`config.mk`:
```
export PLATFORM = sky130hd
export DESIGN_NAME = comp_serial_msb_flat
export DESIGN_NICKNAME = d
export VERILOG_FILES = /design/src/rtl/comp_serial_msb_if.sv /design/src/rtl/comp_serial_msb.sv /design/src/flat_wrapper.sv
export SDC_FILE = /design/constraint.sdc
export NUM_CORES = 1
export LEC_CHECK = 0
export BUFFER_PORTS_ARGS = -buffer_cell sky130_fd_sc_hd__buf_2
export CORE_MARGIN = 2
export CORE_UTILIZATION = 53
export DETAILED_ROUTE_END_ITERATION = 10
export PLACE_DENSITY_LB_ADDON = 0.3
export SYNTH_ARGS = -nofsm -noshare
export SYNTH_HDL_FRONTEND = slang
export SYNTH_SLANG_ARGS = --single-unit
```
`constraint.sdc`:
```
create_clock -name clk -period 3.2 [get_ports clk]
set_clock_uncertainty 0.15 [all_clocks]
set_input_delay 0.32 -clock clk [delete_from_list [all_inputs] [get_ports clk]]
set_output_delay 0.32 -clock clk [all_outputs]
set_load 0.02 [all_outputs]
```
`src/rtl/comp_serial_msb_if.sv`:
```
// Operand/result handshake bundle for the MSB-first serial comparator.
// slave = comparator side, master = producer/consumer side.
interface comp_serial_msb_if #(
    parameter int WIDTH = 16
);
    logic             in_valid;
    logic             in_ready;
    logic [WIDTH-1:0] a;
    logic [WIDTH-1:0] b;
    logic             out_valid;
    logic             out_ready;
    logic             lt;
    logic             gt;
    logic             eq;
    logic             busy;

    modport slave (
        input  in_valid, a, b, out_ready,
        output in_ready, out_valid, lt, gt, eq, busy
    );

    modport master (
        output in_valid, a, b, out_ready,
        input  in_ready, out_valid, lt, gt, eq, busy
    );
endinterface

```
`src/rtl/comp_serial_msb.sv`:
```
// Unsigned magnitude compare, one DIGIT slice per clock from the MSB down; result is lt/gt/eq one-hot.
// Latency: NUM_DIGITS cycles; with COMP_SERIAL_EARLY_EXIT_EN, p cycles (p = first differing digit from MSB).
// Backpressure: operands accepted only in IDLE; the result is held in DONE until out_ready.
module comp_serial_msb #(
    parameter int WIDTH = 16,
    parameter int DIGIT = 4
) (
    input  logic               clk,
    input  logic               rst_n,
    comp_serial_msb_if.slave   bus
);
    localparam int NUM_DIGITS = WIDTH / DIGIT;
    localparam int IDXW       = (NUM_DIGITS > 1) ? $clog2(NUM_DIGITS) : 1;

    localparam logic [1:0] IDLE    = 2'd0;
    localparam logic [1:0] COMPARE = 2'd1;
    localparam logic [1:0] DONE    = 2'd2;

    generate
        if ((WIDTH % DIGIT) != 0) begin : g_width_check
            $error("comp_serial_msb: WIDTH must be a multiple of DIGIT");
        end
    endgenerate

    logic [1:0]       state;
    logic [IDXW-1:0]  idx;
    logic [WIDTH-1:0] a_q;
    logic [WIDTH-1:0] b_q;
    logic             lt_q;
    logic             gt_q;
    logic             eq_q;
    logic [DIGIT-1:0] sa;
    logic [DIGIT-1:0] sb;

    assign sa = a_q[int'(idx) * DIGIT +: DIGIT];
    assign sb = b_q[int'(idx) * DIGIT +: DIGIT];

    always_ff @(posedge clk or negedge rst_n) begin
        if (!rst_n) begin
            state <= IDLE;
            idx   <= IDXW'(NUM_DIGITS - 1);
            a_q   <= '0;
            b_q   <= '0;
            lt_q  <= 1'b0;
            gt_q  <= 1'b0;
            eq_q  <= 1'b0;
        end else begin
            case (state)
                IDLE: begin
                    if (bus.in_valid) begin
                        a_q   <= bus.a;
                        b_q   <= bus.b;
                        idx   <= IDXW'(NUM_DIGITS - 1);
                        lt_q  <= 1'b0;
                        gt_q  <= 1'b0;
                        eq_q  <= 1'b0;
                        state <= COMPARE;
                    end
                end
                COMPARE: begin
`ifdef COMP_SERIAL_EARLY_EXIT_EN
                    if (sa > sb) begin
                        gt_q  <= 1'b1;
                        state <= DONE;
                    end else if (sa < sb) begin
                        lt_q  <= 1'b1;
                        state <= DONE;
                    end else if (idx == '0) begin
                        eq_q  <= 1'b1;
                        state <= DONE;
                    end else begin
                        idx <= idx - 1'b1;
                    end
`else
                    // First mismatch is sticky; the walk always covers every digit.
                    if (!lt_q && !gt_q) begin
                        if (sa > sb) begin
                            gt_q <= 1'b1;
                        end else if (sa < sb) begin
                            lt_q <= 1'b1;
                        end
                    end
                    if (idx == '0) begin
                        if (!lt_q && !gt_q && (sa == sb)) begin
                            eq_q <= 1'b1;
                        end
                        state <= DONE;
                    end else begin
                        idx <= idx - 1'b1;
                    end
`endif
                end
                DONE: begin
                    if (bus.out_ready) begin
                        lt_q  <= 1'b0;
                        gt_q  <= 1'b0;
                        eq_q  <= 1'b0;
                        state <= IDLE;
                    end
                end
                default: state <= IDLE;
            endcase
        end
    end

    assign bus.in_ready  = (state == IDLE);
    assign bus.out_valid = (state == DONE);
    assign bus.busy      = (state == COMPARE) || (state == DONE);
    assign bus.lt        = lt_q;
    assign bus.gt        = gt_q;
    assign bus.eq        = eq_q;
endmodule
```
`src/flat_wrapper.sv`:
```
// flat-port wrapper written by rule: the top's interface ports become plain ports
module comp_serial_msb_flat 
#(
    parameter int WIDTH = 16,
    parameter int DIGIT = 4
)
  (clk, rst_n, bus_in_valid, bus_a, bus_b, bus_out_ready, bus_in_ready, bus_out_valid, bus_lt, bus_gt, bus_eq, bus_busy);
  comp_serial_msb_if #(.WIDTH(WIDTH)) bus_i ();
  input  logic clk;
  input  logic rst_n;
  input wire logic [$bits(bus_i.in_valid)-1:0] bus_in_valid;
  input wire logic [$bits(bus_i.a)-1:0] bus_a;
  input wire logic [$bits(bus_i.b)-1:0] bus_b;
  input wire logic [$bits(bus_i.out_ready)-1:0] bus_out_ready;
  output wire logic [$bits(bus_i.in_ready)-1:0] bus_in_ready;
  output wire logic [$bits(bus_i.out_valid)-1:0] bus_out_valid;
  output wire logic [$bits(bus_i.lt)-1:0] bus_lt;
  output wire logic [$bits(bus_i.gt)-1:0] bus_gt;
  output wire logic [$bits(bus_i.eq)-1:0] bus_eq;
  output wire logic [$bits(bus_i.busy)-1:0] bus_busy;
  assign bus_i.in_valid = bus_in_valid;
  assign bus_i.a = bus_a;
  assign bus_i.b = bus_b;
  assign bus_i.out_ready = bus_out_ready;
  assign bus_in_ready = bus_i.in_ready;
  assign bus_out_valid = bus_i.out_valid;
  assign bus_lt = bus_i.lt;
  assign bus_gt = bus_i.gt;
  assign bus_eq = bus_i.eq;
  assign bus_busy = bus_i.busy;
  comp_serial_msb #(.WIDTH(WIDTH), .DIGIT(DIGIT)) u_core (.clk(clk), .rst_n(rst_n), .bus(bus_i));
endmodule
```
# Yosys cells after proc, flatten, opt, wreduce, memory -nomap -nowiden
# Cells that the tools add are included.
totals:
  register_bits: 39
  input_bits: 36
  output_inout_bits: 6
classes:
  add_sub_neg: 1
  order_cmp: 2
  n_eq_ne: 12
  shifts: 2
  n_mux: 19
  reduce_logical: 15
ops:
  columns: ["cell", "count"]
  rows:
  - ["16-bit by 5-bit variable part select with 4-bit output", 2]
  - ["2-bit two-way mux", 5]
  - ["2-bit by 1-bit != test with 1-bit output, second input constant", 5]
  - ["5-bit AND reduction", 2]
  - ["1-bit two-way mux", 9]
  - ["1-bit case mux with 3 select lines", 3]
  - ["2-bit != test, second input constant", 4]
  - ["2-bit case mux with 3 select lines", 1]
  - ["3-bit AND reduction", 2]
  - ["6-bit AND reduction", 1]
  - ["4-bit equality test", 1]
  - ["4-bit greater-than comparator", 1]
  - ["2-bit zero test", 2]
  - ["4-bit < comparator", 1]
  - ["2-bit case mux with 2 select lines", 1]
  - ["3-bit nonzero test", 1]
  - ["2-bit by 1-bit equality test with 1-bit output, second input constant", 1]
  - ["2-bit equality test, second input constant", 1]
  - ["1-bit logical AND", 2]
  - ["1-bit zero test", 2]
  - ["2-bit AND reduction", 1]
  - ["2-bit nonzero test", 1]
  - ["2-bit by 1-bit subtractor with 2-bit output, second input constant", 1]
  - ["1-bit logical OR", 1]

# Longest topological paths before layout
depth:
  depth_word: 6
  mapped_depth: 8
  ltp_nobuf: 7

# Worst setup path before layout
# No wires, ideal clock.
synth_timing:
  kind: "reg2reg"
  startpoint: "register u_core.idx[0]"
  endpoint: "register u_core.lt_q, in the netlist u_core.bus.lt"
  t_arrival_ns: 2.387
  required_ns: 2.973
  path_slack_ns: 0.585
  path_stages_with_launch: 8
  n_path_buf: 1
  cell_sequence: "dfstp_2 > buf_2 > mux4_2 > ha_1 > o21ai_0 > a21oi_1 > or4b_1 > a21oi_1"
synth_between:
  elab_chain_len: 4
synth_lines:
  columns: ["item", "line", "rtl"]
  rows:
  - ["start, declared", "comp_serial_msb.sv:26", "logic [IDXW-1:0] idx;"]
  - ["start signal, assigned", "comp_serial_msb.sv:41", "idx <= IDXW'(NUM_DIGITS - 1);"]
  - ["start signal, assigned", "comp_serial_msb.sv:53", "idx <= IDXW'(NUM_DIGITS - 1);"]
  - ["start signal, assigned", "comp_serial_msb.sv:89", "idx <= idx - 1'b1;"]
  - ["16-bit by 5-bit variable part select with 4-bit output (on tied branches)", "comp_serial_msb.sv:35, comp_serial_msb.sv:36", null]
  - ["4-bit greater-than comparator or 4-bit < comparator (tied branches)", "comp_serial_msb.sv:77, comp_serial_msb.sv:79", null]
  - ["2-bit != test (no line) or 2-bit by 1-bit != test with 1-bit output (tied branches)", null, null]
  - ["6-bit AND reduction (no line) (*)", null, null]
  - ["end signal, assigned", "comp_serial_msb.sv:44", "lt_q <= 1'b0;"]
  - ["end signal, assigned", "comp_serial_msb.sv:80", "lt_q <= 1'b1;"]
  - ["end signal, assigned", "comp_serial_msb.sv:95", "lt_q <= 1'b0;"]
  - ["end, declared", "comp_serial_msb.sv:29", "logic lt_q;"]
# Every way passes the cells marked *; elsewhere a longest branch is shown, timed or not.
# A chain may end at the register's enable or synchronous reset.

# Final worst setup path
# Same ends and word-level chain as after synthesis.

==> results.txt <==
* CORE AREA: roughly 3400 µm²
- Number of cells in the finished layout apart from fillers: between 200 and 250
* Nets in the synthesized netlist: around 180
- Of the total power, combinational logic draws a little under half.
- The die is roughly 64 µm wide.
* Fmax: roughly 0.37 GHz
* Sequential Area: 978 µm²
- Dividing the detail-routed wire length by the instance count gives 14.9 µm.
- Number of failing hold endpoints at the final stage: 0
* Count of buffers from port buffering: between 40 and 50
* Final number of setup-violating endpoints: 0
- The first global-routing pass estimated approximately 6000 µm of wire.
- Standard-cell row count: 21
- The number of placed instances, taps included, is between 200 and 250.
- For the worst flop-to-flop path, the logic depth is 6.
- The worst register-to-register path begins at u_core.idx[0].
* Post-CTS setup repair buffer count: 0
- The worst hold path begins at bus_a[8].
- Area taken by multi-input logic gates: roughly 850 µm²
- At the end of routability-driven placement, the weighted congestion stood at 0.795.
- Number of hold buffers added after cts: 1
* Die area: about 4000 µm²
* Total congestion overflow: 0
- Sequential element share of the synthesized area: between 50 and 60%
- Number of search-and-repair iterations in the first detailed-routing pass: 4
* Global routing usage summed across all routing layers: a little under a fifth
- At the pin with the least slew margin, the transition time is between 0.8 and 0.9 ns.
- Synthesis handed over a netlist of ~140 instances.
* Ratio of cells with drive above 1 in the final layout: 51.1%
- In this run the register-to-register setup slack is 0.49 ns.
- Type of element capturing the critical path: flop
- Arrival time reported for the critical path endpoint: 2.84 ns
* I/O pin count: 42
- Reg2reg end: u_core.bus.lt
- After layout, the worst path uses between 80% and 90% of the clock period.
* Relative slew slack: 44.2%
- The die is approximately 64 µm tall.
- At the worst endpoint, the required time is 3.33 ns.
* Clock slew at the register clock pins of the worst setup and hold paths: around 0.12 ns
- Along the worst path, the maximum fanout reaches 12.
* Final Instance Area: approximately 2200 µm²
* Number of different library cells in the post-synthesis netlist: 23
- Worst skew pair latency: between 0.3 and 0.4 ns
- Antenna diode count: 0
* Launch point of the worst path: u_core.idx[0]
- The number of gates resized after CTS was 0.
* Count of final max-slew check failures: 0
* Net switching power of the design: approximately 0.85 mW
- Final Hold Slack: about 0.037 ns
- Number of vias per cell: roughly 5.5
* Utilization of the core after routing: roughly two thirds
- CTS saw 39 sinks.
- Once detail routing completed, the nets flagged for antenna violations numbered 0.
- Of the total power, the share spent switching nets is between 30% and 40%.
- The cell sitting at the root of the clock tree is a clkbuf_4.
- The routed design could run at a clock period as short as between 2 and 3 ns.
* Clock Tree Buf Depth: 2
- First-iteration detailed-routing DRC count: 48
* Setup CP Type: reg2reg
- CP Capture Point: u_core.bus.lt
- Average instance area after synthesis: 13.7 µm²
- Via count: between 1000 and 1500
- Once the floorplan was initialized, standard cells occupied around 56% of the core.
- CTS HTree Levels: 2
- Area of the mapped netlist: 1900 µm²
- Total routed wirelength: 3420 µm
- Worst Hold Class: in2reg
- Peak supply drop: 0.590 mV
- The synthesized design contains 39 register bits.
* Standby leakage power: ~1.1 nW
* Maximum number of pins on one net before global-route repair: 40
- Setup repair after global routing left no endpoint under its margin.
* Remaining routing DRC violations: 0
- The filler cells instantiated in the layout total around 260.
- Initial antenna violation count: 0
* Outcome: finished clean
- Relative to the synthesized area, the layout overhead comes to 18.2%.
- For the final routed database, the setup TNS stands at 0 ns.
- The Yosys step of the flow raised 0 warnings.
* Number of buffers added by the clock tree synthesis step: 5
- The internal power of the cells totals around 1.6 mW.
* CTS tree: built
* Cell area power density: ~1100 nW/µm²
* Reported max-cap violation count: 0
- Detailed placement finished with a half-perimeter wire length of around 2500 µm.
- For this run, the post-layout net count is roughly 230.
- The share of total power dissipated in sequential elements is a little under two fifths.
- The share of total power dissipated in the clock network is between 15 and 20%.
* Placed standard-cell area: 2140 µm²
- Vias in the first global route: ~1300
- STA classifies the critical path startpoint as a flop.
power by group through the flow:
stage | Clock [mW] | Sequential, mW | Combinational [mW]
final | 0.406 | 0.941 | 1.11
after global routing | 0.439 | 0.977 | 1.23
after CTS | 0.410 | 0.943 | 1.12
after detailed placement | 0 | 0.955 | 1.12
after global placement | 0 | 0.937 | 1.05
after floorplan | 0 | 0.867 | 0.946
worst min path at each step:
stage	depth (start not counted)	slack, ns	end
4_1_cts	2	0.03	u_core.b_q[10]
6_report	2	0.04	u_core.a_q[8]
3_3_place_gp	1	0.31	u_core.b_q[11]
3_5_place_dp	1	0.32	u_core.b_q[11]
2_1_floorplan	0	-0.13	u_core.a_q[0]
5_1_grt	2	0.02	u_core.a_q[1]
metrics by stage:
stage	power [mW]	setup slack [ns]
after floorplan	1.81	0.585
after global placement	1.99	0.602
after detailed placement	2.07	0.496
after CTS	2.47	0.478
after global routing	2.64	0.377
final	2.46	0.495
critical path, cell delays in order, from the launching register on:
cell and delay (ns):
dfstp_2 0.77, mux4_2 0.56, ha_1 0.32, o21ai_0 0.14, a21oi_1 0.07, or4b_1 0.47, a21oi_1 0.16
flip-flops by register name, summed over array words and instances (netlist names):
| name | cells |
|---|---|
| u_core.a_q | 16 |
| u_core.b_q | 16 |
| u_core.bus.eq | 1 |
| u_core.bus.gt | 1 |
| u_core.bus.lt | 1 |
| u_core.idx | 2 |
| u_core.state | 2 |
final cells by class:
cell class	instances	area share (%)
inverters	11	1.84
repair buffers	43	9.90
multi-input cells	83	37.7
clock buffers	6	1.84
flip-flops and latches	39	43.5
well taps	46	2.56
clock inverters	2	2.67
kinds of logic after synthesis:
family,count (synthesis),synth area share (%)
buf+inv,17,4.01
fa+ha+maj,9,5.92
mux,41,29.0
simple gates,17,4.93
flops,39,51.4
compound gates,16,4.73
placed cells by master, fill, tap and decap left out, drive strengths merged:
cell         Yosys  layout
nor2             7       7
clkbuf           1       6
nand2            1       1
dlygate4sd3      0       1
bufinv           0       2
dfstp            2       2
or4b             1       1
nand2b           2       2
mux2            33      33
o21ai            4       4
nor3             3       3
nand3            2       2
ha               9       9
a31oi            2       2
a21oi            7       7
buf              5      42
mux4             8       8
dfrtp           37      37
nand4            1       1
o21a             3       3
inv             11      11
synth_stat cells:
master    number  area [µm²]
o21ai_1        1        5.00
dfstp_2        2        52.6
inv_1         11        41.3
ha_1           9         113
mux4_2         8         180
buf_6          1        11.3
dfrtp_1       37         926
a31oi_1        2        12.5
nand2_1        1        3.75
buf_2          4        20.0
clkbuf_1       1        3.75
nor2_1         6        22.5
nand2b_4       1        13.8
or4b_1         1        10.0
nor2_2         1        6.26
o21ai_0        3        15.0
nand2b_1       1        6.26
o21a_1         3        22.5
nand4_1        1        6.26
mux2_2        33         372
nand3_1        2        10.0
a21oi_1        7        35.0
nor3_1         3        15.0
metal layers:
metal  track usage, %  share of wire [%]  up-vias
li1                 -                  -      589
met1             24.3                 44      628
met2             30.7                 49       36
met3             4.75                5.8        8
met4             8.42                1.4        0
met5                0                  0        -
No activity file was read; power rests on OpenSTA's default activity.
